## config.mk

```make
export PLATFORM = sky130hd
export DESIGN_NAME = run_ctrl
export DESIGN_NICKNAME = d
export VERILOG_FILES = /design/src/rtl/run_ctrl.sv
export SDC_FILE = /design/constraint.sdc
export NUM_CORES = 1
export LEC_CHECK = 0
export BUFFER_PORTS_ARGS = -buffer_cell sky130_fd_sc_hd__clkbuf_2
export CORE_MARGIN = 10
export CORE_UTILIZATION = 40
export CTS_CLUSTER_DIAMETER = 50
export CTS_CLUSTER_SIZE = 20
export DETAILED_ROUTE_END_ITERATION = 8
export PLACE_DENSITY = 0.59
export SLEW_MARGIN = 20
export SYNTH_ARGS = -nofsm -noshare
export SYNTH_HDL_FRONTEND = slang
export SYNTH_SLANG_ARGS = --single-unit
```

## constraint.sdc

```tcl
create_clock -name clk -period 3.2 [get_ports clk]
set_input_delay 0.48 -clock clk [delete_from_list [all_inputs] [get_ports clk]]
set_output_delay 0.48 -clock clk [all_outputs]
set_load 0.03 [all_outputs]
```

## src/rtl/run_ctrl.sv

```systemverilog
// Run controller for the MIPS core: staggered per-domain reset release, then
// halt/timeout monitoring of the running core with a rotate-XOR WriteData signature.
module run_ctrl #(
    parameter int PC_WIDTH    = 32,
    parameter int DATA_WIDTH  = 32,
    parameter int NUM_DOMAINS = 2,
    parameter int RST_HOLD    = 4,
    parameter int STAGGER     = 2,
    parameter int HALT_CYCLES = 8,
    parameter int MAX_CYCLES  = 1024,
    parameter int CNT_WIDTH   = 32
) (
    input  logic                   clk,
    input  logic                   rst,
    input  logic                   start,
    input  logic [PC_WIDTH-1:0]    PCValue,
    input  logic [DATA_WIDTH-1:0]  WriteData,
    output logic [NUM_DOMAINS-1:0] core_rst,
    output logic [1:0]             state,
    output logic [CNT_WIDTH-1:0]   cycle_count,
    output logic [PC_WIDTH-1:0]    last_pc,
    output logic [DATA_WIDTH-1:0]  signature,
    output logic                   halted,
    output logic                   timeout
);

    typedef enum logic [1:0] {
        S_IDLE = 2'd0,
        S_HOLD = 2'd1,
        S_RUN  = 2'd2,
        S_DONE = 2'd3
    } state_e;

    localparam logic [CNT_WIDTH-1:0] HALT_LAST = CNT_WIDTH'(HALT_CYCLES - 1);
    localparam logic [CNT_WIDTH-1:0] MAX_LAST  = CNT_WIDTH'(MAX_CYCLES - 1);

    state_e                 state_q;
    logic [NUM_DOMAINS-1:0] core_rst_q;
    logic [CNT_WIDTH-1:0]   cycle_count_q;
    logic [CNT_WIDTH-1:0]   hold_cnt_q;
    logic [CNT_WIDTH-1:0]   stable_cnt_q;
    logic [PC_WIDTH-1:0]    last_pc_q;
    logic [DATA_WIDTH-1:0]  signature_q;
    logic                   halted_q;
    logic                   timeout_q;

    logic [NUM_DOMAINS-1:0] release_d;
    logic [DATA_WIDTH-1:0]  signature_d;
    logic                   pc_same_d;
    logic                   halt_d;
    logic                   timeout_d;

    // Domain i releases on the edge where hold_cnt reaches RST_HOLD-1+i*STAGGER.
    always_comb begin
        release_d = '0;
        for (int i = 0; i < NUM_DOMAINS; i++) begin
            release_d[i] = (hold_cnt_q == CNT_WIDTH'(RST_HOLD - 1 + i * STAGGER));
        end
        signature_d = {signature_q[DATA_WIDTH-2:0], signature_q[DATA_WIDTH-1]} ^ WriteData;
        pc_same_d   = (PCValue == last_pc_q);
        halt_d      = pc_same_d && (stable_cnt_q == HALT_LAST);
        timeout_d   = (cycle_count_q == MAX_LAST);
    end

    // start is a plain level: it is acted on only while the controller is in IDLE or DONE.
    always_ff @(posedge clk) begin
        if (!rst) begin
            state_q       <= S_IDLE;
            core_rst_q    <= '1;
            cycle_count_q <= '0;
            hold_cnt_q    <= '0;
            stable_cnt_q  <= '0;
            last_pc_q     <= '0;
            signature_q   <= '0;
            halted_q      <= 1'b0;
            timeout_q     <= 1'b0;
        end else begin
            case (state_q)
                S_IDLE, S_DONE: begin
                    core_rst_q <= '1;
                    if (start) begin
                        state_q       <= S_HOLD;
                        hold_cnt_q    <= '0;
                        stable_cnt_q  <= '0;
                        cycle_count_q <= '0;
                        signature_q   <= '0;
                        halted_q      <= 1'b0;
                        timeout_q     <= 1'b0;
                    end
                end
                S_HOLD: begin
                    hold_cnt_q <= hold_cnt_q + 1'b1;
                    last_pc_q  <= PCValue;
                    core_rst_q <= core_rst_q & ~release_d;
                    if (release_d[NUM_DOMAINS-1]) begin
                        state_q      <= S_RUN;
                        stable_cnt_q <= '0;
                    end
                end
                S_RUN: begin
                    cycle_count_q <= cycle_count_q + 1'b1;
                    signature_q   <= signature_d;
                    last_pc_q     <= PCValue;
                    stable_cnt_q  <= pc_same_d ? stable_cnt_q + 1'b1 : '0;
                    // Halt and timeout may coincide; both flags land on one DONE edge.
                    if (halt_d || timeout_d) begin
                        halted_q   <= halt_d;
                        timeout_q  <= timeout_d;
                        core_rst_q <= '1;
                        state_q    <= S_DONE;
                    end
                end
                default: state_q <= S_IDLE;
            endcase
        end
    end

    assign core_rst    = core_rst_q;
    assign state       = state_q;
    assign cycle_count = cycle_count_q;
    assign last_pc     = last_pc_q;
    assign signature   = signature_q;
    assign halted      = halted_q;
    assign timeout     = timeout_q;

endmodule

```

Word level (Yosys, flattened, before mapping) --
Cells that the tools add are included.
Word-level totals: input port bits 67, output and inout port bits 102, bits in registers 166, logic and storage cells 55
Operators by class: reductions and logical operators 12, equal/unequal tests 11, bitwise operators 3, mux-type cells 17, add/subtract/negate cells 3
Operators with widths (number):
- $pmux 32 s2 | 3
- $add 32x1->32 const B | 3
- $mux 32 | 3
- $pmux 32 s3 | 1
- $eq 32x3->1 const B | 2
- $eq 32x10->1 const B | 1
- $eq 32x2->1 const B | 1
- $eq 32x32->1 | 1
- $xor 32x32->32 | 1
- $pmux 2 s3 | 2
- $mux 2 | 3
- $ne 2x2->1 const B | 3
- $reduce_and 2->1 | 3
- $reduce_and 3->1 | 2
- $eq 2x2->1 const B | 2
- $pmux 1 s2 | 2
- $reduce_bool 2->1 | 2
- $reduce_or 2->1 | 2
- $mux 1 | 3
- $and 2x2->2 | 1
- $eq 2x1->1 const B | 1
- $logic_not 2->1 | 1
- $not 2->2 | 1
- $logic_and 1x1->1 | 1
- $logic_or 1x1->1 | 1

Depth between registers and ports, before layout --
word-level depth 5, gate-level depth with buffers 12

Worst setup path before layout --
Ideal clock, no wire load.
path type flip-flop to flip-flop, start point reg state_q[0] (netlist: state[0]), end point reg stable_cnt_q[29], library setup time 0.117 ns, path buffers 4, slack 0.569 ns, cell stages (with the launch flop) 13, data arrival time 2.514 ns, data required time 3.083 ns, period minus slack after synthesis 2.631 ns, cell sequence dfxtp_1 -> inv_1 -> ha_1 -> buf_2 -> nor2b_1 -> buf_2 -> nand3b_1 -> o32a_1 -> buf_4 -> buf_6 -> nor4_4 -> xnor2_1 -> nor2_1
Between the ends: longest elaborated chain between the ends 4, elaborated cells on any way between the ends 9
Ends and longest elaborated chain:
- start, declared | line 37 | state_e state_q;
- start signal, assigned | line 68 | state_q <= S_IDLE;
- start signal, assigned | line 82 | state_q <= S_HOLD;
- start signal, assigned | line 96 | state_q <= S_RUN;
- $eq 2x2->1 or $logic_not 2->1 (tied branches) | line 78 | case (state_q)
- $reduce_or 2->1 | line 78
- $ne 2x2->1 (no line)
- $reduce_and 2->1 (no line)
- end signal, assigned | line 104 | stable_cnt_q <= pc_same_d ? stable_cnt_q + 1'b1 : '0;
- end, declared | line 41 | logic [CNT_WIDTH-1:0] stable_cnt_q;
Parallel ways exist; a longest one is shown, timed or not. A chain may end at the register's enable or synchronous reset.

Worst setup path in the final report --
start point reg state_q[0] (netlist: state[0]), end point reg stable_cnt_q[0]
The elaborated chain is that of the path after synthesis.

==> summary.md <==
| Metric | Value |
|---|---|
| Achievable Freq | approximately 370 MHz |
| Synth top cells by count | dfxtp_1 (166), nor2_1 (160), xor2_1 (101) |
| Crit path max fanout | 20 |
| Power Total | slightly above 7 mW |
| Total CTS buffers | 17 |
| Nets@finish | 1122 |
| Die area | roughly 25000 sq um |
| Worst skew pair latency | ~0.44 ns |
| Max-slew violation count | 0 |
| Hold_ws | about 0.3 ns |
| Site Rows | 51 |
| Worst Reg-to-Reg Cells | 8 |
| Initial Util | about two fifths |
| Syn_area_per_cell | between 8 and 9 sq um |
| Initial antenna violation count | 0 |
| Hold depth | 3 |
| Worst-margin pin slew | roughly 0.86 ns |
| Area grow syn2layout | 22.4% |
| Fill cells | roughly 1900 |
| Status | complete, no violations |
| Seq cells post-synth | 166 |
| Slew headroom | between 40% and 50% |
| Minimum clock period | 2.71 ns |
| Pwr Density | 742 nW/um^2 |
| Synth area leader | dfxtp_1 |
| Die Width | ~160 um |
| Max Cap Violations | 0 |
| Post-CTS setup buffers | 0 |
| Total core area | 19300 sq um |
| Internal reg-to-reg setup slack | 0.49 ns |
| Total GRT Usage | between 10% and 20% |
| Worst Hold Class | in2reg |
| Crit start category | register |
| FF-to-FF Start | state[0]$_SDFFE_PN0P_ |
| Resize count post-CTS | 0 |
| Gpl congestion | 0.763 |
| Post-Syn Nets | 965 |
| EDFF count, synth | 0 |
| Die H | between 150 and 200 um |
| Total vias in the final route | ~6700 |
| Final setup vio count | 0 |
| Slowest cell on crit path | o21ai_2 |
| CTS tree | built |
| Drt drc | 0 |
| CTS sink count | approximately 170 |
| Critical path class | reg2reg |
| Hold EP | last_pc[9]$_SDFFE_PN0P_ |
| Static Leak | roughly 4 nW |
| Ys Warns | 0 |
| CP required | 3.52 ns |
| Finished Layout Cells | roughly 1300 |
| First-pass GRT wire length | about 33000 um |
| Initial DRC count | approximately 220 |
| Hold Startpoint | PCValue[9] |
| Final period utilization | approximately 85% |
| DR pass1 iterations | 5 |
| Ports | 169 |
| Design area | between 9000 and 10000 sq um |
| Largest net degree at the start of global routing | 39 |
| Via density | 5.05 |
| Share of the synthesized area in the top cell type | a little over two fifths |
| Max H-tree Level | 4 |
| CP Data Arrival Time | between 3 and 4 ns |
| Most frequent cell after synthesis | dfxtp_1 |
| Placed Area | 8940 sq um |
| VDD IR max | roughly 0.44 mV |
| Grt ovf | 0 |
| # hold bufs at CTS | 0 |
| Layout cells sized above 1 | approximately 22% |
| Worst Skew | between 0.01 and 0.015 ns |
| Routed WL | about 20000 um |
| Register area share after synthesis | about 43% |
| DRT antenna net count | 0 |
| Number of library cell types mapped by synthesis | 57 |
| Clock slew at reported path FFs | approximately 0.07 ns |
| N_diodes | 0 |
| DP Cell Count | roughly 1300 |
| Vias in the first global route | ~6600 |
| Synth area leaders | dfxtp_1 (43%), xor2_1 (11%), nor2_1 (7.7%) |
| Async S/R FF share, synth | 0% |
| Root Buffer | clkbuf_16 |
| Crit Reg-Reg Endpoint | stable_cnt_q[0]$_SDFFE_PN0P_ |
| Drt wl/cell | ~15 um |
| Detailed placement HPWL | approximately 15000 um |
| RSZ-0062 raised after global routing | no |
| Cells after Synth | 891 |
| Synth Cell Area | a little under 8000 sq um |
| CP cell instances | inv_1, ha_2, nor2b_1, nand3b_1, o32a_1, o21ai_2, buf_4, nor2_1 |
| Hold Fails Final Rpt | 0 |
| CTS Buffer Depth | 2 |
| Most used DFF post-synth | dfxtp_1 |
| Crit-path max cell delay | about 0.70 ns |
| Final TNS setup | 0 ns |
| I/O Buffers | 168 |
| Worst setup EP type | register |
[through the flow]
| step | worst slack [ns] | util (%) |
|---|---|---|
| floorplan | 0.569 | - |
| global placement | 0.473 | 46.2 |
| detailed placement | 0.444 | 46.2 |
| CTS | 0.437 | 49.4 |
| global route | 0.235 | 49.4 |
| finish | 0.485 | 49.4 |
[cell type report]
class,count,area [sq um],area share (%)
timing repair buffer,182,958,10.0
clock inverter,13,171,1.79
clock buffer,19,443,4.64
inverter,19,71.3,0.747
tap,265,332,3.47
sequential,166,3320,34.8
multi-input combinational,662,4250,44.5
[power by group]
part / switching (mW) / internal, mW
clock: 0.876 / 1.26
sequential: 0.231 / 2.30
combinational: 1.58 / 0.841
total: 2.69 / 4.40
[cell usage in the layout, fill, tap and decap left out, types with 3 or more instances in the layout]
master     instances
inv_1             18
clkinv_4           4
clkbuf_2         168
ha_1               6
or3_1             12
xor2_1           101
nor4_1            36
nor2b_1            4
o21ai_0           15
dfxtp_1          166
nor3_1            23
and4_1             7
clkbuf_16         17
buf_4             13
o21ai_2            3
inv_6              3
a22oi_1           33
nand3_1           38
nand2_1           46
and2_1             4
a21oi_1           20
nor2_1           159
nand4_1           27
or4_1              3
and3_1            12
mux2i_1           32
xnor2_1           39
bufinv_16          3
[routing by layer]
| metal | vias to the layer above | part of all wire (%) | GRT usage, % | wire (um) |
|---|---|---|---|---|
| li1 | 3421 | - | - | - |
| met1 | 3092 | 45 | 19.3 | 9120 |
| met4 | 0 | 1.1 | 4.68 | 224 |
| met5 | - | 0 | 0 | 0 |
| met2 | 164 | 45 | 24.0 | 8980 |
| met3 | 17 | 8.8 | 7.12 | 1760 |
[cell families (layout without fill, tap and decap cells)]
logic type                 count (synthesis)  in the layout  synth area share [%]
buffers and inverters                     63            233                  3.26
xor gates and xnor gates                 140            140                  15.7
DFF                                      166            166                  42.6
adders and majority gates                  7              7                  1.12
and+or+nand+nor                          390            390                  24.9
muxes                                     35             35                  4.52
AOI/OAI and AO/OA                         90             90                  7.84
[how the worst max path moves through the flow]
stage | startpoint | end | slack (ns) | cells after the start
floorplan | state[0]$_SDFFE_PN0P_ | stable_cnt_q[29]$_SDFFE_PN0P_ | 0.57 | 12
global placement | PCValue[15] | timeout$_SDFFE_PN0P_ | 0.47 | 7
detailed placement | state[0]$_SDFFE_PN0P_ | stable_cnt_q[23]$_SDFFE_PN0P_ | 0.44 | 8
CTS | state[0]$_SDFFE_PN0P_ | stable_cnt_q[0]$_SDFFE_PN0P_ | 0.44 | 8
global route | state[0]$_SDFFE_PN0P_ | stable_cnt_q[25]$_SDFFE_PN0P_ | 0.24 | 8
finish | state[0]$_SDFFE_PN0P_ | stable_cnt_q[0]$_SDFFE_PN0P_ | 0.49 | 8
[state kept, by name, summed over array words and instances (netlist names)]
register / flops
state: 2
stable_cnt_q: 32
timeout: 1
signature: 32
cycle_count: 32
core_rst: 2
last_pc: 32
hold_cnt_q: 32
halted: 1
[worst max-delay path, delay by kind of cell, from the launching register on]
family	cells	cell delay (ns)
buf+inv	2	0.37
flops	1	0.40
simple gates	3	0.42
fa+ha+maj	1	0.36
compound gates	2	1.05
No activity file was read; power rests on OpenSTA's default activity.
